File: src/rtl/byte_serializer.sv
`default_nettype none
// ============================================================================
// Module      : byte_serializer
// Description : Accepts one byte per valid/ready handshake, waits for the
//               downstream deserializer to report ready, then sends the byte
//               MSB-first as a bit-serial stream with one write strobe per
//               bit. Every phase (setup, strobe high, strobe low, inter-byte
//               gap) is timed by a single shared 16-bit down-counter.
// Revision    : 1.0 - initial release
// ============================================================================
module byte_serializer #(
    parameter int unsigned SETUP_CYCLES = 10,
    parameter int unsigned HIGH_CYCLES  = 10,
    parameter int unsigned LOW_CYCLES   = 10,
    parameter int unsigned GAP_CYCLES   = 300
) (
    input  logic       clock,
    input  logic       reset,
    input  logic [7:0] byte_in,
    input  logic       valid_in,
    output logic       ready_out,
    input  logic       status_in,
    output logic       data_out,
    output logic       write_out,
    output logic       busy_out,
    output logic [7:0] sent_count_out
);

    typedef enum logic [2:0] {
        ST_IDLE        = 3'd0,
        ST_WAIT_STATUS = 3'd1,
        ST_SETUP       = 3'd2,
        ST_HIGH        = 3'd3,
        ST_LOW         = 3'd4,
        ST_GAP         = 3'd5
    } state_t;

    // Counter reload values: a phase of N cycles counts N-1 down to 0.
    localparam logic [15:0] c_setup_load = 16'(SETUP_CYCLES - 1);
    localparam logic [15:0] c_high_load  = 16'(HIGH_CYCLES - 1);
    localparam logic [15:0] c_low_load   = 16'(LOW_CYCLES - 1);
    localparam logic [15:0] c_gap_load   = 16'(GAP_CYCLES - 1);

    state_t      r_state;
    logic [7:0]  shift_reg;
    logic [2:0]  bit_idx;
    logic [15:0] phase_cnt;

    logic        w_cnt_zero;
    logic        w_last_bit;

    assign w_cnt_zero = (phase_cnt == 16'd0);
    assign w_last_bit = (bit_idx == 3'd7);

    // Handshake and activity flags are pure decodes of the current state.
    assign ready_out = (r_state == ST_IDLE);
    assign busy_out  = (r_state != ST_IDLE);

    // Main sequencer: captures the byte, gates on status, then walks each bit
    // through setup/high/low and finishes with the inter-byte gap.
    always_ff @(posedge clock) begin
        if (reset) begin
            r_state        <= ST_IDLE;
            shift_reg      <= 8'd0;
            bit_idx        <= 3'd0;
            phase_cnt      <= 16'd0;
            data_out       <= 1'b0;
            write_out      <= 1'b0;
            sent_count_out <= 8'd0;
        end else begin
            case (r_state)
                ST_IDLE: begin
                    if (valid_in) begin
                        shift_reg <= byte_in;
                        bit_idx   <= 3'd0;
                        r_state   <= ST_WAIT_STATUS;
                    end
                end

                // Status is only consulted here; once a byte starts it runs
                // to completion regardless of what the deserializer reports.
                ST_WAIT_STATUS: begin
                    if (status_in) begin
                        phase_cnt <= c_setup_load;
                        data_out  <= shift_reg[7];
                        r_state   <= ST_SETUP;
                    end
                end

                ST_SETUP: begin
                    if (w_cnt_zero) begin
                        phase_cnt <= c_high_load;
                        write_out <= 1'b1;
                        r_state   <= ST_HIGH;
                    end else begin
                        phase_cnt <= phase_cnt - 16'd1;
                    end
                end

                ST_HIGH: begin
                    if (w_cnt_zero) begin
                        phase_cnt <= c_low_load;
                        write_out <= 1'b0;
                        r_state   <= ST_LOW;
                    end else begin
                        phase_cnt <= phase_cnt - 16'd1;
                    end
                end

                // End of a bit: either present the next bit (data_out only
                // ever changes on entry to setup) or close out the byte.
                ST_LOW: begin
                    if (w_cnt_zero) begin
                        if (!w_last_bit) begin
                            shift_reg <= {shift_reg[6:0], 1'b0};
                            data_out  <= shift_reg[6];
                            bit_idx   <= bit_idx + 3'd1;
                            phase_cnt <= c_setup_load;
                            r_state   <= ST_SETUP;
                        end else begin
                            sent_count_out <= sent_count_out + 8'd1;
                            phase_cnt      <= c_gap_load;
                            r_state        <= ST_GAP;
                        end
                    end else begin
                        phase_cnt <= phase_cnt - 16'd1;
                    end
                end

                // data_out keeps the last bit sent while the gap elapses.
                ST_GAP: begin
                    if (w_cnt_zero) begin
                        r_state <= ST_IDLE;
                    end else begin
                        phase_cnt <= phase_cnt - 16'd1;
                    end
                end

                default: begin
                    r_state   <= ST_IDLE;
                    write_out <= 1'b0;
                end
            endcase
        end
    end

endmodule
`default_nettype wire

File: config.mk
export PLATFORM = sky130hd
export DESIGN_NAME = byte_serializer
export DESIGN_NICKNAME = d
export VERILOG_FILES = /design/src/rtl/byte_serializer.sv
export SDC_FILE = /design/constraint.sdc
export NUM_CORES = 1
export LEC_CHECK = 0
export BUFFER_PORTS_ARGS = -buffer_cell sky130_fd_sc_hd__buf_2
export CAP_MARGIN = 10
export CORE_MARGIN = 4
export CORE_UTILIZATION = 41
export DETAILED_ROUTE_END_ITERATION = 12
export GPL_TIMING_DRIVEN = 0
export REMOVE_ABC_BUFFERS = 1
export SLEW_MARGIN = 20
export SYNTH_ARGS = -nofsm -noshare
export SYNTH_HDL_FRONTEND = slang
export SYNTH_SLANG_ARGS = --single-unit
File: constraint.sdc
create_clock -name clock -period 3.55 [get_ports clock]
set_input_delay 0.1775 -clock clock [delete_from_list [all_inputs] [get_ports clock]]
set_output_delay 0.1775 -clock clock [all_outputs]
set_load 0.02 [all_outputs]
After elaboration in Yosys (flattened, before gate mapping)
Cells that the tools add are included.
Word-level totals
  register bits: 40
  output and inout bits: 12
  word-level logic and storage cells: 68
Operators by class
  add/sub/neg operators: 3
  equal/unequal tests: 14
  multiplexer cells: 29
  bitwise operators: 1
  reductions and logical operators: 14
Operators by type and width (count)
  16-bit 2-to-1 mux: 4
  16-bit case mux with 4 select lines: 1
  3-bit 2-to-1 mux: 10
  8-bit 2-to-1 mux: 3
  3-bit case mux with 6 select lines: 1
  16-bit logical NOT: 1
  2-bit != test, second input constant: 8
  8-bit case mux with 2 select lines: 1
  16-bit by 1-bit subtractor with 16-bit output, second input constant: 1
  3-bit == test, second input constant: 3
  9-bit 2-to-1 mux: 1
  3-bit AND reduction: 3
  8-bit by 1-bit adder with 8-bit output, second input constant: 1
  4-bit AND reduction: 2
  3-bit by 2-bit == test with 1-bit output, second input constant: 2
  3-bit case mux with 2 select lines: 1
  6-bit AND reduction: 1
  1-bit 2-to-1 mux: 5
  2-bit nonzero test: 2
  4-bit nonzero test: 1
  4-bit OR reduction: 1
  3-bit by 1-bit adder with 3-bit output, second input constant: 1
  3-bit by 1-bit == test with 1-bit output, second input constant: 1
  3-bit logical NOT: 1
  5 further kinds: 5

Longest topological paths before layout
  depth in word-level cells: 4
  mapped depth: 10
  depth with buffers taken out: 7

Worst setup path before layout
No wires, ideal clock.
  path type: register -> register
  start point: reg r_state[2]
  end point: reg phase_cnt[14]
  arrival time: 2075 ps
  required time: 3435 ps
  setup slack: 1359 ps
  stages on the path, launching flop included: 10
  buffers on the path: 2
  period minus slack after synthesis: 2191 ps
  cells stage by stage: dfxtp_1 > buf_2 > buf_2 > inv_1 > ha_1 > nand2b_1 > nand3_2 > nor4_1 > a21oi_1 > o21ba_2
Between the ends
  longest elaborated chain between the ends: 4
Ends and longest elaborated chain
  from (decl): RTL line 44  | state_t r_state;
  from (signal assigned): RTL line 63  | r_state <= ST_IDLE;
  from (signal assigned): RTL line 76  | r_state <= ST_WAIT_STATUS;
  from (signal assigned): RTL line 86  | r_state <= ST_SETUP;
  3-bit by 2-bit == test with 1-bit output: RTL line 71  | case (r_state)
  2-bit OR reduction (no line)
  4-bit nonzero test (no line)
  3-bit AND reduction (no line)
  to (signal assigned): RTL line 84  | phase_cnt <= c_setup_load;
  to (signal assigned): RTL line 92  | phase_cnt <= c_high_load;
  to (signal assigned): RTL line 96  | phase_cnt <= phase_cnt - 16'd1;
  to (decl): RTL line 47  | logic [15:0] phase_cnt;
Several ways; a longest one is shown, not always the timed one.
A chain may end at the register's enable or synchronous reset.

Worst setup path in the final report
Ends and elaborated chain as after synthesis.

==> flow_results.org <==
** Logic synthesis
- Of the total synthesized cell area, the portion taken by XOR and XNOR cells is 4.973%.
- Share of the yosys chip area belonging to registers :: 34.97%
- Cells after synthesis :: 261
- Yosys mapped a number of flops with a built-in enable equal to 0.
- Share of flip-flops with an asynchronous set or reset :: 0%
- Post-synthesis average cell area :: 8.773 um^2
- Synthesis inferred 40 register bits.
- Portion of netlist area occupied by mux cells :: 3.989%
- Synthesized area :: 2290 um^2
- Summed over its instances, the top area cell type makes up 34.97% of the synthesized netlist area.
- Yosys printed 0 warnings.
- Cell types with the largest area share after synthesis :: sky130_fd_sc_hd__dfxtp_1 35%, sky130_fd_sc_hd__nor2_1 5.9%, sky130_fd_sc_hd__xnor2_1 3.8%
- Number of distinct standard cells referenced by the synthesized netlist :: 64
- Summing the areas of all compound-gate instances in the mapped netlist gives 18.69% of the synthesized area.
- Summing the areas of all and, or, nand and nor instances in the mapped netlist gives 29.62% of the synthesized area.
- Of all cell types, the one taking the most synthesized area is sky130_fd_sc_hd__dfxtp_1.
- Main flop type after synthesis :: sky130_fd_sc_hd__dfxtp_1
- Summing the areas of all fa, ha and maj instances in the mapped netlist gives 2.732% of the synthesized area.
- Dominant combinational cell family by area after synthesis :: simple AND/OR/NAND/NOR gates

** Critical path
- Reg-to-reg startpoint :: r_state[2]
- By startpoint and endpoint, the worst setup path is classified as register to register.
- Number of cells traversed by the worst register-to-register path :: 7
- The setup check on the worst reg-to-reg path leaves a slack of 0.60 ns.
- In this run the worst setup path begins at r_state[2].
- Arr. time, crit path :: 3.20 ns
- STA puts the critical path data required time at 3.79 ns.
- The worst setup path is captured at a register.
- STA classifies the critical path startpoint as a register.
- In this run the worst setup path terminates at phase_cnt[14].
- Reg-to-Reg End :: phase_cnt[14]
- Along the worst path, the maximum fanout reaches 19.

** Final layout
- Area added between synthesis and finish :: 10.49%
- The number of antenna diodes in the final layout is 0.
- Share of post-route cells with drive strength above 1 :: 18.93%
- Flip-flop count of the largest register, all copies and words added :: 16
- Sequential Area :: 800.8 um^2
- The layout has 534 filler cells.
- For this run, the post-layout net count is 296.
- Area taken by multi-input logic gates :: 1374 um^2

** STA
- Slew at the pin closest to its max-slew limit :: 0.8840 ns
- The smallest clock period supported by the final layout is computed as 2.954 ns.
- Achievable clock frequency :: 0.3385 GHz
- WHS :: 0.1308 ns
- The number of endpoints with negative hold slack in the final report was 0.
- Setup repair after global routing missed its margin :: false
- Setup violations remaining at the end of the flow were counted as 0.
- Post-route clock period utilization :: 83.21%
- Number of max-slew violations in the final report :: 0
- Setup slack of the critical path after layout :: 0.5960 ns
- Rel. slew slack :: 40.95%
- Across the routed clock network, the largest skew measured is 0.009579 ns.
- Setup TNS :: 0 ns

** Drt
- After detailed routing, the number of vias per cell comes to 5.566.
- Drc violations :: 0
- The final route contains 1948 vias.
- In the final routed layout, each cell accounts on average for 14.09 um.
- Iteration-0 DRC count of the detailed router :: 143
- Number of iterations in the first detailed-routing pass :: 4
- Remaining antenna violation count after routing :: 0
- Total wire length :: 4932 um

** Placed design
- Number of input and output port buffers inserted :: 23
- Before CTS, the worst setup slack after placement is 0.5382 ns.
- Once detailed placement completed, the half-perimeter wirelength came to 3430 um.
- At the end of routability-driven placement, the weighted congestion stood at 0.7655.

** CTS
- CTS Buffer Depth :: 2
- Clock transition time at the flip-flop clock pins of the worst setup and hold paths :: 0.09 ns
- TritonCTS built the clock tree.
- The tree is rooted in a sky130_fd_sc_hd__clkbuf_8.
- Setup fix buffers added after clock tree synthesis :: 0
- Gates resized during post-CTS repair numbered 0.
- Clock tree synthesis inserted a total of 5 buffers.
- Clock latency reported for the late side of the worst-skew pair :: 0.30 ns
- H-tree Lvls :: 2
- After clock tree synthesis, the flow added hold-fix buffers numbering 0.
- Total clock sinks :: 40

** Floorplan
- Floorplan core area :: 5270 um^2
- The die covers 6844 um^2.
- In this run the horizontal extent of the chip is 82.73 um.
- 24 I/O pins were placed.
- After floorplanning, the core was divided into 26 placement rows.
- The die is 82.73 um tall.
- Once the floorplan was initialized, standard cells occupied 43.45% of the core.

** Hold path
- The path class of the tightest hold or removal check is input pin to register.

** Global routing
- Total congestion overflow :: 0
- Global-route wire length before repair :: 8390 um
- Entering global routing, the biggest net connects 34 pins.
- Number of global-route vias before repair :: 1817
- Number of antenna violations at the first check in global routing :: 0
- Global routing used 15.70% of the available tracks across all layers.

** Power and ir drop
- For this design the static power due to leakage is 0.0009275 uW.
- Total power :: 2634 uW
- Pwr per Cell Area :: 1041 nW/um^2
- Max VDD drop :: 0.0005795 V

** Run status
- Run status :: finished, final reports clean

** Job
- Max-cap violations :: 0
[layout make-up]
type                    instances  area share, %
clock buffers                   5          2.720
clock inverters                 3          1.830
inverters                      10          1.484
multi-input cells             199          54.30
flip-flops and latches         40          31.65
well taps                      70          3.462
repair buffers                 23          4.550
[critical path: stages, from the launching register on]
cell and delay (ns):
sky130_fd_sc_hd__dfxtp_1 0.82, sky130_fd_sc_hd__inv_1 0.31, sky130_fd_sc_hd__ha_1 0.33, sky130_fd_sc_hd__or3_1 0.38, sky130_fd_sc_hd__nand3_2 0.20, sky130_fd_sc_hd__a21o_2 0.21
sky130_fd_sc_hd__o21bai_1 0.32, sky130_fd_sc_hd__o21ba_2 0.34
[power breakdown]
| part | switching (uW) | total [uW] | internal (uW) |
|---|---|---|---|
| Clock | 174 | 386 | 212 |
| Combinational | 934 | 1510 | 580 |
| Sequential | 163 | 734 | 571 |
[routing by layer]
metal / up-vias / global-route usage, % / routed length, um
met2: 33 / 24.52 / 2164
met3: 7 / 4.664 / 249
li1: 991 / - / -
met5: - / 0 / 0
met1: 917 / 20.62 / 2453
met4: 0 / 5.229 / 64
[logic make-up after synthesis]
logic type,Yosys count
adders and majority gates,5
xor gates and xnor gates,13
muxes,9
AOI/OAI and AO/OA,60
buffers and inverters,22
and+or+nand+nor,112
DFF,40
[Yosys cell counts, types with 2 or more instances]
cell	n
sky130_fd_sc_hd__a2111oi_1	4
sky130_fd_sc_hd__a211oi_1	6
sky130_fd_sc_hd__a21oi_1	12
sky130_fd_sc_hd__a22o_1	3
sky130_fd_sc_hd__a2bb2oi_1	3
sky130_fd_sc_hd__a31oi_1	3
sky130_fd_sc_hd__and2_1	3
sky130_fd_sc_hd__buf_2	2
sky130_fd_sc_hd__buf_4	2
sky130_fd_sc_hd__buf_6	3
sky130_fd_sc_hd__clkbuf_1	5
sky130_fd_sc_hd__dfxtp_1	40
sky130_fd_sc_hd__ha_1	5
sky130_fd_sc_hd__inv_1	10
sky130_fd_sc_hd__mux2i_1	8
sky130_fd_sc_hd__nand2_1	14
sky130_fd_sc_hd__nand3_1	7
sky130_fd_sc_hd__nand3b_1	2
sky130_fd_sc_hd__nand4_1	4
sky130_fd_sc_hd__nand4b_1	4
sky130_fd_sc_hd__nor2_1	36
sky130_fd_sc_hd__nor2b_1	3
sky130_fd_sc_hd__nor3_1	7
sky130_fd_sc_hd__nor3_2	3
sky130_fd_sc_hd__nor3b_1	2
sky130_fd_sc_hd__nor4_2	2
sky130_fd_sc_hd__o21a_1	2
sky130_fd_sc_hd__o21ai_0	11
sky130_fd_sc_hd__o22ai_1	2
sky130_fd_sc_hd__o31ai_1	3
sky130_fd_sc_hd__or3_1	5
sky130_fd_sc_hd__or4_1	2
sky130_fd_sc_hd__xnor2_1	10
sky130_fd_sc_hd__xor2_1	3
[cells in the final DEF (no fill, tap or decap), drive strengths merged, types with 7 or more instances in the layout]
master and n:
nor2 36, xnor2 10, nor3 11, buf 23, nand2 14, a21oi 12
nand3 8, o21ai 12, inv 11, a211oi 7, mux2i 8, dfxtp 40
[stage by stage]
step           cell area (um^2)  instances  utilization, %
6_report                   2530        350           48.01
4_1_cts                    2530        350           48.01
2_1_floorplan              2212        249               -
5_1_grt                    2530        350           48.01
3_5_place_dp               2415        342           45.82
3_3_place_gp               2415        342           45.82
[worst min path at each step]
| stage | startpoint | end | slack, ns | cells after the start |
|---|---|---|---|---|
| global route | byte_in[0] | shift_reg[0] | 0.12 | 3 |
| finish | byte_in[0] | shift_reg[0] | 0.13 | 3 |
| CTS | byte_in[0] | shift_reg[0] | 0.12 | 3 |
| global placement | byte_in[0] | shift_reg[0] | 0.44 | 3 |
| floorplan | reset | shift_reg[6] | 0.24 | 1 |
| detailed placement | byte_in[0] | shift_reg[0] | 0.45 | 3 |
Power figures use the tool's default switching activity.
